## config.mk

```make
export PLATFORM = sky130hd
export DESIGN_NAME = present_decryptor_top
export DESIGN_NICKNAME = d
export VERILOG_FILES = /design/src/rtl/present_pkg.sv /design/src/rtl/present_key_schedule.sv /design/src/rtl/present_decryptor_top.sv
export SDC_FILE = /design/constraint.sdc
export NUM_CORES = 1
export LEC_CHECK = 0
export BUFFER_PORTS_ARGS = -buffer_cell sky130_fd_sc_hd__buf_2
export CAP_MARGIN = 25
export CORE_ASPECT_RATIO = 0.9
export CORE_MARGIN = 3
export CORE_UTILIZATION = 55
export DETAILED_ROUTE_END_ITERATION = 10
export PLACE_DENSITY = 0.74
export SKIP_CTS_REPAIR_TIMING = 1
export SLEW_MARGIN = 15
export SYNTH_ARGS = -nofsm -noshare
export SYNTH_HDL_FRONTEND = slang
export SYNTH_SLANG_ARGS = --single-unit
export TNS_END_PERCENT = 50
```

## constraint.sdc

```tcl
create_clock -name clk_i -period 7.3 [get_ports clk_i]
set_input_delay 1.46 -clock clk_i [delete_from_list [all_inputs] [get_ports clk_i]]
set_output_delay 1.46 -clock clk_i [all_outputs]
set_load 0.01 [all_outputs]
```

## src/rtl/present_pkg.sv

```systemverilog
// Shared PRESENT-80 definitions for the encryptor/decryptor pair.
// Holds the 4-bit S-box tables, the 64-bit substitution and permutation
// layers (forward and inverse), the core FSM state type, the key-schedule
// direction type and the datapath widths.
package present_pkg;

  localparam int unsigned ROUNDS  = 31;
  localparam int unsigned KEY_W   = 80;
  localparam int unsigned BLOCK_W = 64;
  localparam int unsigned CTR_W   = 5;

  // Nibble n of each table is S(n) / S^-1(n).
  localparam logic [63:0] SBOX     = 64'h21748FE3DA09B65C;
  localparam logic [63:0] INV_SBOX = 64'hA970364BD21C8FE5;

  typedef enum logic [1:0] {
    ST_NOKEY  = 2'd0,
    ST_EXPAND = 2'd1,
    ST_READY  = 2'd2,
    ST_ROUNDS = 2'd3
  } state_e;

  typedef enum logic {
    KS_FWD = 1'b0,
    KS_INV = 1'b1
  } ks_mode_e;

  function automatic logic [3:0] sbox4(input logic [3:0] x);
    return SBOX[{x, 2'b00} +: 4];
  endfunction

  function automatic logic [3:0] inv_sbox4(input logic [3:0] x);
    return INV_SBOX[{x, 2'b00} +: 4];
  endfunction

  function automatic logic [63:0] sbox64(input logic [63:0] s);
    logic [63:0] r;
    r = '0;
    for (int n = 0; n < 16; n++) r[4*n +: 4] = sbox4(s[4*n +: 4]);
    return r;
  endfunction

  function automatic logic [63:0] inv_sbox64(input logic [63:0] s);
    logic [63:0] r;
    r = '0;
    for (int n = 0; n < 16; n++) r[4*n +: 4] = inv_sbox4(s[4*n +: 4]);
    return r;
  endfunction

  // Bit i moves to position 16*i mod 63; bit 63 stays put.
  function automatic logic [63:0] p_layer(input logic [63:0] s);
    logic [63:0] r;
    r = '0;
    for (int i = 0; i < 63; i++) r[(16 * i) % 63] = s[i];
    r[63] = s[63];
    return r;
  endfunction

  function automatic logic [63:0] inv_p_layer(input logic [63:0] s);
    logic [63:0] r;
    r = '0;
    for (int i = 0; i < 63; i++) r[i] = s[(16 * i) % 63];
    r[63] = s[63];
    return r;
  endfunction

endpackage

```

## src/rtl/present_key_schedule.sv

```systemverilog
// Combinational one-step PRESENT-80 key update, either direction.
//   mode     : KS_FWD computes K(c+1) from K(c); KS_INV computes K(c) from K(c+1)
//   key      : 80-bit input key register value
//   ctr      : 5-bit round counter c
//   next_key : updated 80-bit key
module present_key_schedule
  import present_pkg::*;
(
  input  ks_mode_e           mode,
  input  logic [KEY_W-1:0]   key,
  input  logic [CTR_W-1:0]   ctr,
  output logic [KEY_W-1:0]   next_key
);

  logic [KEY_W-1:0] fwd_c;
  logic [KEY_W-1:0] inv_c;

  // Forward: rotate left 61, S-box top nibble, fold in counter.
  always_comb begin
    fwd_c          = {key[18:0], key[79:19]};
    fwd_c[79:76]   = sbox4(fwd_c[79:76]);
    fwd_c[19:15]   = fwd_c[19:15] ^ ctr;
  end

  // Inverse: undo the three forward steps in reverse order.
  always_comb begin
    inv_c          = key;
    inv_c[19:15]   = inv_c[19:15] ^ ctr;
    inv_c[79:76]   = inv_sbox4(inv_c[79:76]);
    inv_c          = {inv_c[60:0], inv_c[79:61]};
  end

  assign next_key = (mode == KS_INV) ? inv_c : fwd_c;

endmodule

```

## src/rtl/present_decryptor_top.sv

```systemverilog
// PRESENT-80 iterative decryption core.
// A loaded key is expanded forward to K32 once (31 cycles) and retained;
// each accepted ciphertext is then decrypted in 31 inverse rounds while the
// key schedule is walked backwards from K32.
//   clk_i     : clock
//   rst_ni    : synchronous active-low reset
//   data_i    : key (80 bits) on key_load, ciphertext (bits 63:0) on data_load
//   key_load  : strobe, capture new key and start expansion (any state)
//   data_load : strobe, capture ciphertext and start decryption (READY only)
//   data_o    : plaintext of the last completed decryption
//   ready_o   : key expanded and core idle
//   valid_o   : data_o belongs to the most recently accepted ciphertext
module present_decryptor_top
  import present_pkg::*;
(
  input  logic               clk_i,
  input  logic               rst_ni,
  input  logic [KEY_W-1:0]   data_i,
  input  logic               key_load,
  input  logic               data_load,
  output logic [BLOCK_W-1:0] data_o,
  output logic               ready_o,
  output logic               valid_o
);

  state_e             state_q, state_d;
  logic [KEY_W-1:0]   k_q, k_d;
  logic [KEY_W-1:0]   wk_q, wk_d;
  logic [KEY_W-1:0]   k32_q, k32_d;
  logic [BLOCK_W-1:0] s_q, s_d;
  logic [CTR_W-1:0]   ctr_q, ctr_d;
  logic [BLOCK_W-1:0] data_d;
  logic               ready_d;
  logic               valid_d;

  ks_mode_e           ks_mode;
  logic [KEY_W-1:0]   ks_key;
  logic [KEY_W-1:0]   ks_next;

  // One key-schedule step shared by expansion (forward on K) and rounds
  // (inverse on WK).
  assign ks_mode = (state_q == ST_ROUNDS) ? KS_INV : KS_FWD;
  assign ks_key  = (state_q == ST_ROUNDS) ? wk_q : k_q;

  present_key_schedule u_key_schedule (
    .mode     (ks_mode),
    .key      (ks_key),
    .ctr      (ctr_q),
    .next_key (ks_next)
  );

  // Next-state and next-output logic.
  always_comb begin
    state_d = state_q;
    k_d     = k_q;
    wk_d    = wk_q;
    k32_d   = k32_q;
    s_d     = s_q;
    ctr_d   = ctr_q;
    data_d  = data_o;
    ready_d = ready_o;
    valid_d = valid_o;

    if (key_load) begin
      // Wins over data_load and aborts any decryption in flight.
      k_d     = data_i;
      ctr_d   = CTR_W'(1);
      valid_d = 1'b0;
      ready_d = 1'b0;
      state_d = ST_EXPAND;
    end else begin
      case (state_q)
        ST_EXPAND: begin
          k_d = ks_next;
          if (ctr_q == CTR_W'(ROUNDS)) begin
            k32_d   = ks_next;
            ready_d = 1'b1;
            state_d = ST_READY;
          end else begin
            ctr_d = ctr_q + CTR_W'(1);
          end
        end
        ST_READY: begin
          if (data_load) begin
            s_d     = data_i[BLOCK_W-1:0] ^ k32_q[79:16];
            wk_d    = k32_q;
            ctr_d   = CTR_W'(ROUNDS);
            valid_d = 1'b0;
            ready_d = 1'b0;
            state_d = ST_ROUNDS;
          end
        end
        ST_ROUNDS: begin
          s_d  = inv_sbox64(inv_p_layer(s_q)) ^ ks_next[79:16];
          wk_d = ks_next;
          if (ctr_q == CTR_W'(1)) begin
            data_d  = s_d;
            valid_d = 1'b1;
            ready_d = 1'b1;
            state_d = ST_READY;
          end else begin
            ctr_d = ctr_q - CTR_W'(1);
          end
        end
        default: ;
      endcase
    end
  end

  // State and output registers.
  always_ff @(posedge clk_i) begin
    if (!rst_ni) begin
      state_q <= ST_NOKEY;
      k_q     <= '0;
      wk_q    <= '0;
      k32_q   <= '0;
      s_q     <= '0;
      ctr_q   <= '0;
      data_o  <= '0;
      ready_o <= 1'b0;
      valid_o <= 1'b0;
    end else begin
      state_q <= state_d;
      k_q     <= k_d;
      wk_q    <= wk_d;
      k32_q   <= k32_d;
      s_q     <= s_d;
      ctr_q   <= ctr_d;
      data_o  <= data_d;
      ready_o <= ready_d;
      valid_o <= valid_d;
    end
  end

endmodule

```

==> impl_metrics.csv, run 1 <==
group,metric,value,unit
placed_design,dp_hpwl,52.58,mm
logic_synthesis,yosys.area_share.simple,0.1364,
cts,cts_sinks,377,
route,finalWirelength,72.85,mm
grt,gr-total-overflow,0,
logic_synthesis,synth_commonest_cells,"379 x nor2_1, 377 x dfxtp_1, 221 x a211oi_1",
power,p_total,0.004965,W
cts,cts_root_buf,"clkbuf_16",
logic_synthesis,synth_top_family_by_area,"compound AO/OA/AOI/OAI gates",
floorplanning,die_w,212.6,µm
worst_setup_path,critPathCaptureType,"flop",
logic_synthesis,synth_top_area_share,0.3571,
placed_design,placed_cells,2894,
worst_hold_path,hold_path_class,"reg2reg",
logic_synthesis,synth_warnings,0,
finish,final_net_count,2654,
logic_synthesis,ys_seq_area_frac,0.3571,
power,clkPwrFrac,0.442,
worst_setup_path,worst_ep_arrival_time,4.30,ns
sta,fin_worst_skew,0.01605,ns
route,ant_nets,0,
power,vdd_ir_drop_max,0.0001861,V
finish,stdcell_count,2967,
power,p_per_area,213.5,nW/µm²
sta,period_share,0.5245,
route,drt_pass1_iterations,6,
logic_synthesis,synth.area.top_cells,"dfxtp_1 36%, a211oi_1 7.9%, mux2i_1 7.3%, ha_1 6.9%, nor2_1 6.7%",
floorplanning,core,37560,µm²
finish,fill_cells,3255,
logic_synthesis,synth-compound-area-share,0.2135,
grt,grt_max_degree,201,
logic_synthesis,muxShareOfSynthArea,0.1102,
worst_setup_path,path_max_fanout,55,
finish,utilization,0.6193,
sta,setup_tns,0,ns
logic_synthesis,syn_nets,2646,
run,cap_violations,0,
logic_synthesis,yosys_register_bits,377,
sta,setup_viol,0,
sta,rsz0062_at_grt,"false",
worst_setup_path,required,7.77,ns
sta,clock.fmax,0.2612,GHz
logic_synthesis,syn-instance-count,2446,
logic_synthesis,async_flop_share,0,
sta,drv_slew,0,
cts,clk_pin_slew,0.06,ns
logic_synthesis,synth_edf_count,0,
placed_design,place.gp.congestion,0.9757,
grt,antenna_found_initial,0,
worst_setup_path,critPathKind,"in2reg",
floorplanning,start_util,0.5627,
cts,cts_buffers,41,
logic_synthesis,synth_fa_ha_area_frac,0.06868,
power,p_int,0.003623,W
sta,fin_ws,3.471,ns
logic_synthesis,synth_most_common_cell,"nor2_1",
run_status,status,"finished, final reports clean",
logic_synthesis,synth_xor_area_frac,0.05471,
cts,cts.path.max_buffers,3,
route,remaining_drc_errors,0,
sta,finalHoldViolCount,0,
cts,clock_latency,0.56,ns
grt,grt_pass1_vias,17650,
power,switchingPower,0.001342,W
grt,grt_pass1_wl,108.6,mm
finish,drive_gt1_frac,0.1304,
grt,grtUsageTotal,0.3498,
floorplanning,dieArea,40810,µm²
route,drt_iter0_drc,2281,
cts,h-tree-depth,2,
floorplanning,ioPinCount,150,
sta,fin_crit,3.829,ns
logic_synthesis,syn_avg_cell_area,8.640,µm²
logic_synthesis,yosys.area.top_type,"dfxtp_1",
sta,worst_slew_pin_slew,1.116,ns
power,pwr-share-comb,0.120,
sta,max_slew_margin,0.2534,
power,seq_power_share,0.438,
floorplanning,rows,67,
worst_setup_path,cp-start-kind,"primary input",
route,avgRoutedWirePerCell,24.55,µm
floorplanning,die_y,192.0,µm
placed_design,post-place-ws,2.985,ns
route,avgViaCountPerCell,6.394,
finish,syn_to_final_growth,10.07,%
finish,diodes,0,
logic_synthesis,synthFlopType,"dfxtp_1",
route,vias,18970,
cts,cts_tree,"built",
placed_design,port_buffers,149,
logic_synthesis,syn-cell-area,21130,µm²
power,leakage,8.686,nW
power,switching_share,0.2703,
logic_synthesis,synth_cell_types,59,
stage by stage:
step / hold slack, ns / area (µm²)
floorplan: 0.4363 / 21130
global placement: 0.4364 / 21840
detailed placement: 0.4474 / 21850
CTS: 0.4539 / 23260
global route: 0.4752 / 23260
finish: 0.4495 / 23260
cell usage in the layout, fill, tap and decap left out, types with 6 or more instances in the layout:
master | synthesis | final
a211o_1 | 29 | 29
a211oi_1 | 221 | 221
a21boi_0 | 13 | 13
a21o_1 | 26 | 26
a21oi_1 | 168 | 168
a22o_1 | 9 | 9
a22oi_1 | 19 | 19
a31o_2 | 27 | 27
and2_1 | 19 | 18
and3_1 | 18 | 17
and3b_1 | 11 | 11
buf_2 | 37 | 148
buf_4 | 13 | 18
clkbuf_1 | 138 | 8
clkbuf_16 | 0 | 43
clkbuf_8 | 0 | 12
dfxtp_1 | 377 | 377
ha_1 | 116 | 114
inv_1 | 98 | 97
mux2i_1 | 155 | 155
mux4_2 | 32 | 32
nand2_1 | 126 | 125
nand2b_1 | 8 | 8
nand3_1 | 20 | 19
nor2_1 | 379 | 378
nor2b_1 | 20 | 20
nor3_1 | 36 | 36
o211ai_1 | 40 | 40
o21ai_0 | 70 | 70
o32ai_1 | 9 | 9
or2_2 | 12 | 12
or3_1 | 6 | 6
xnor2_1 | 50 | 50
xor2_1 | 82 | 82
cell families (layout without fill, tap and decap cells):
| group | count (synthesis) | in the layout |
|---|---|---|
| flip-flops | 377 | 377 |
| multiplexers | 192 | 192 |
| AO/OA/AOI/OAI | 662 | 662 |
| adder cells (fa/ha/maj) | 116 | 116 |
| AND/OR/NAND/NOR | 664 | 664 |
| XOR/XNOR | 132 | 132 |
| buffers and inverters | 303 | 341 |
final cells by class:
class | instances | area [µm²] | area share
multi-input combinational | 1766 | 12370 | 0.5320
inverter | 98 | 375.4 | 0.01614
timing repair buffer | 170 | 947.2 | 0.04072
clock buffer | 63 | 1271 | 0.05465
sequential | 377 | 7547 | 0.3245
tap | 483 | 604.3 | 0.02598
clock inverter | 10 | 140.1 | 0.006025
critical path, cell delays in order:
cell     delay, ns
buf_4         0.30
inv_1         0.57
nand2_1       0.49
nor2_1        0.99
nand2_1       0.25
o21ai_0       0.23
registers in the layout, summed over array words and instances (netlist names):
name and count:
ready_o 1, k32_q 80, wk_q 80, s_q 64
state_q 2, valid_o 1, k_q 80, data_o 64
ctr_q 5
metal layers:
| layer | track usage | wire [µm] |
|---|---|---|
| met5 | 0 | 0 |
| met4 | 0.1804 | 4492 |
| met3 | 0.05553 | 7275 |
| met2 | 0.5475 | 32050 |
| met1 | 0.4685 | 29040 |
power groups by stage:
stage	clock [W]	combinational, W	sequential [W]
final	0.00220	0.000595	0.00217
after global routing	0.00229	0.000637	0.00218
after detailed placement	0	0.000578	0.00222
after CTS	0.00220	0.000583	0.00217
after floorplan	0	0.000389	0.00219
after global placement	0	0.000565	0.00221
worst paths after layout:
kind,start,end,slack (ns),cells past startpoint
worst max-delay path,key_load,s_q[60]$_SDFFE_PN0P_,3.47,6
worst min-delay path,data_o[47]$_SDFFE_PN0P_,data_o[47]$_SDFFE_PN0P_,0.45,2
worst max register to register,state_q[0]$_SDFFE_PN0P_,s_q[18]$_SDFFE_PN0P_,3.67,7
worst min register to register,data_o[47]$_SDFFE_PN0P_,data_o[47]$_SDFFE_PN0P_,0.45,2
Power figures use the tool's default switching activity.
==> inputs of run 2 (changes only) <==
Settings changed: ABC_AREA from default to 1, PLACE_DENSITY 0.74 to 0.77.
Clock period 7.3 ns to 3.32 ns, I/O delays scaled along.
==> run 2 against run 1 <==
  * Final cell count increased by 18%
  * Worst hold slack worse by 0.053 ns
  * Total power rose by 130%
  * Critical path type is now reg2reg
  * First-iteration DRC count increased by 28%
  * Sequential power is 130% higher
  * Combinational power grew to 3.1 times the previous value
  * Sequential cell count is the same
  * Critical path depth grew 4
  * Sequential share of layout area grew 0.55 points
  * Cell area is 1.7% lower
  * Register-to-register slack lost 3.3 ns
  * Utilization rose by 0.88 points
==> impl_metrics.csv, run 2 <==
group,metric,value,unit
worst_setup_path,timing.rr.start,"state_q[0]$_SDFFE_PN0P_",
sta,clock.fmax,0.3345,GHz
route,avgViaCountPerCell,6.094,
logic_synthesis,yosys.area_share.simple,0.2113,
logic_synthesis,synth_fa_ha_area_frac,0.07086,
sta,drv_slew,0,
logic_synthesis,synth_commonest_cells,"832 x nand2_1, 377 x dfxtp_1, 331 x o21ai_0",
route,drt_iter0_drc,2925,
grt,grtUsageTotal,0.3696,
cts,cts_root_buf,"clkbuf_16",
floorplanning,rows,66,
floorplanning,dieArea,39600,µm²
worst_setup_path,worst_ep_arrival_time,3.43,ns
worst_setup_path,endpoint,"s_q[15]$_SDFFE_PN0P_",
sta,whs,0.3968,ns
run_status,status,"finished, final reports clean",
logic_synthesis,synth_warnings,0,
logic_synthesis,synthFlopType,"dfxtp_1",
worst_setup_path,required,3.76,ns
cts,cts_sinks,377,
floorplanning,core,36420,µm²
power,clkPwrFrac,0.413,
power,p_per_area,503.4,nW/µm²
sta,finalHoldViolCount,0,
worst_setup_path,critPathKind,"reg2reg",
logic_synthesis,synth.area.top_cells,"dfxtp_1 37%, nand2_1 15%, o21ai_0 8.1%, ha_1 7.1%, a31oi_1 5.7%",
route,vias,21250,
logic_synthesis,synth_top_family_by_area,"compound AO/OA/AOI/OAI gates",
power,seq_power_share,0.428,
cts,clk_pin_slew,0.06,ns
logic_synthesis,async_flop_share,0,
worst_setup_path,r2r_end,"s_q[15]$_SDFFE_PN0P_",
sta,setup_viol,0,
floorplanning,ioPinCount,150,
sta,worst_slew_pin_slew,0.8959,ns
finish,final_cell_mix,"831 x nand2_1, 377 x dfxtp_1, 331 x o21ai_0",
logic_synthesis,syn-cell-area,20480,µm²
finish,syn_to_final_growth,11.67,%
power,vdd_ir_drop_max,0.0003194,V
power,p_int,0.008005,W
worst_setup_path,critPathCaptureType,"flop",
logic_synthesis,yosys_register_bits,377,
worst_setup_path,cpMostUsedCell,"nand2_1",
grt,grt_pass1_wl,114.6,mm
logic_synthesis,muxShareOfSynthArea,0.0009773,
floorplanning,start_util,0.5625,
power,pwr-share-comb,0.160,
sta,setup_tns,0,ns
sta,fin_worst_skew,0.01801,ns
sta,period_share,0.9005,
worst_setup_path,cp-start-kind,"flop",
logic_synthesis,syn_avg_cell_area,7.015,µm²
power,switchingPower,0.003510,W
grt,gr-total-overflow,0,
route,remaining_drc_errors,0,
route,finalWirelength,76.42,mm
worst_setup_path,r2r_setup_slack,0.33,ns
finish,largest_registers,"k32_q (80), k_q (80), wk_q (80)",
placed_design,port_buffers,149,
cts,cts_buffers,41,
finish,drive_gt1_frac,0.09665,
route,ant_nets,0,
finish,mostFrequentLayoutCell,"nand2_1",
logic_synthesis,synth_edf_count,0,
finish,diodes,0,
worst_setup_path,startpoint,"state_q[0]$_SDFFE_PN0P_",
logic_synthesis,syn-instance-count,2920,
worst_setup_path,path_max_fanout,66,
cts,cts_tree,"built",
cts,cts.path.max_buffers,3,
cts,clock_latency,0.56,ns
route,avgRoutedWirePerCell,21.91,µm
worst_setup_path,slowest_stage,"ha_4",
finish,final_net_count,3178,
sta,max_slew_margin,0.4027,
logic_synthesis,syn_nets,3120,
floorplanning,die_w,209.4,µm
power,switching_share,0.3048,
grt,grt_max_degree,177,
worst_setup_path,crit_path_cell_trace,"ha_4, inv_6, buf_12, nand2_1, nand2_1, xor2_1, nand2_1, o21ai_0, o21ai_0, inv_1",
logic_synthesis,synth-compound-area-share,0.2129,
logic_synthesis,ys_seq_area_frac,0.3685,
sta,fin_crit,2.990,ns
sta,rsz0062_at_grt,"false",
cts,h-tree-depth,2,
power,leakage,10.30,nW
worst_setup_path,reg2reg_depth,10,
logic_synthesis,synth_top_area_share,0.3685,
run,cap_violations,0,
placed_design,dp_hpwl,54.42,mm
route,drt_pass1_iterations,6,
logic_synthesis,synth_cell_types,40,
logic_synthesis,synth_most_common_cell,"nand2_1",
worst_setup_path,slowest_delay,0.57,ns
logic_synthesis,yosys.area.top_type,"dfxtp_1",
worst_hold_path,hold_path_class,"in2reg",
floorplanning,die_y,189.1,µm
grt,grt_pass1_vias,19180,
logic_synthesis,synth_xor_area_frac,0.05644,
grt,antenna_found_initial,4,
placed_design,place.gp.congestion,0.9617,
## run 2: worst min path at each step
stage | slack [ns] | from | to | depth (start not counted)
2_1_floorplan | 0.43 | wk_q[76]$_SDFFE_PN0P_ | wk_q[76]$_SDFFE_PN0P_ | 2
3_3_place_gp | 0.45 | wk_q[77]$_SDFFE_PN0P_ | wk_q[77]$_SDFFE_PN0P_ | 2
3_5_place_dp | 0.46 | wk_q[76]$_SDFFE_PN0P_ | wk_q[76]$_SDFFE_PN0P_ | 2
4_1_cts | 0.39 | data_i[79] | k_q[79]$_SDFFE_PN0P_ | 3
5_1_grt | 0.42 | data_i[77] | k_q[77]$_SDFFE_PN0P_ | 3
6_report | 0.40 | data_i[79] | k_q[79]$_SDFFE_PN0P_ | 3
## run 2: power by group through the flow
stage | sequential (W) | combinational (W) | clock, W
floorplan | 0.00491 | 0.00116 | 0
global placement | 0.00500 | 0.00173 | 0
detailed placement | 0.00500 | 0.00177 | 0
CTS | 0.00491 | 0.00178 | 0.00474
global route | 0.00493 | 0.00199 | 0.00492
finish | 0.00492 | 0.00184 | 0.00475
## run 2: metrics by stage
stage / setup WS, ns / util / total power, W / cells / area (µm²)
finish: 0.3303 / 0.6281 / 0.01152 / 3487 / 22870
floorplan: 1.160 / - / 0.006076 / 2920 / 20480
global placement: 0.5700 / 0.5898 / 0.006730 / 3410 / 21480
global route: 0.05143 / 0.6281 / 0.01184 / 3487 / 22870
detailed placement: 0.4410 / 0.5898 / 0.006768 / 3410 / 21480
CTS: 0.4247 / 0.6276 / 0.01143 / 3486 / 22850
## run 2: layout make-up
class / count / area, µm²
Fill cell: 3290 / 13540
Multi-Input combinational cell: 2156 / 11360
Sequential cell: 377 / 7547
Timing Repair Buffer: 192 / 1199
Clock buffer: 56 / 1185
Inverter: 210 / 800.8
Tap cell: 476 / 595.6
Clock inverter: 20 / 191.4
## run 2: metal layers
metal	vias up	GRT usage	share of wire
li1	9751	-	-
met1	9828	0.5175	0.39
met2	1451	0.5410	0.41
met3	211	0.09626	0.14
met4	8	0.1540	0.052
met5	-	0	0.00072
## run 2: kinds of logic (layout without fill, tap and decap cells)
family,Yosys count,count (layout)
fa+ha+maj,116,116
buf+inv,387,478
simple gates,1108,1108
flops,377,377
xor+xnor,132,132
compound gates,798,798
mux,2,2
## run 2: critical path: cells and delay by family, from the launching register on
| kind | cells | cell delay (ns) |
|---|---|---|
| buf+inv | 3 | 0.62 |
| xor+xnor | 1 | 0.23 |
| fa+ha+maj | 1 | 0.57 |
| simple gates | 3 | 0.35 |
| compound gates | 2 | 0.61 |
| flops | 1 | 0.43 |
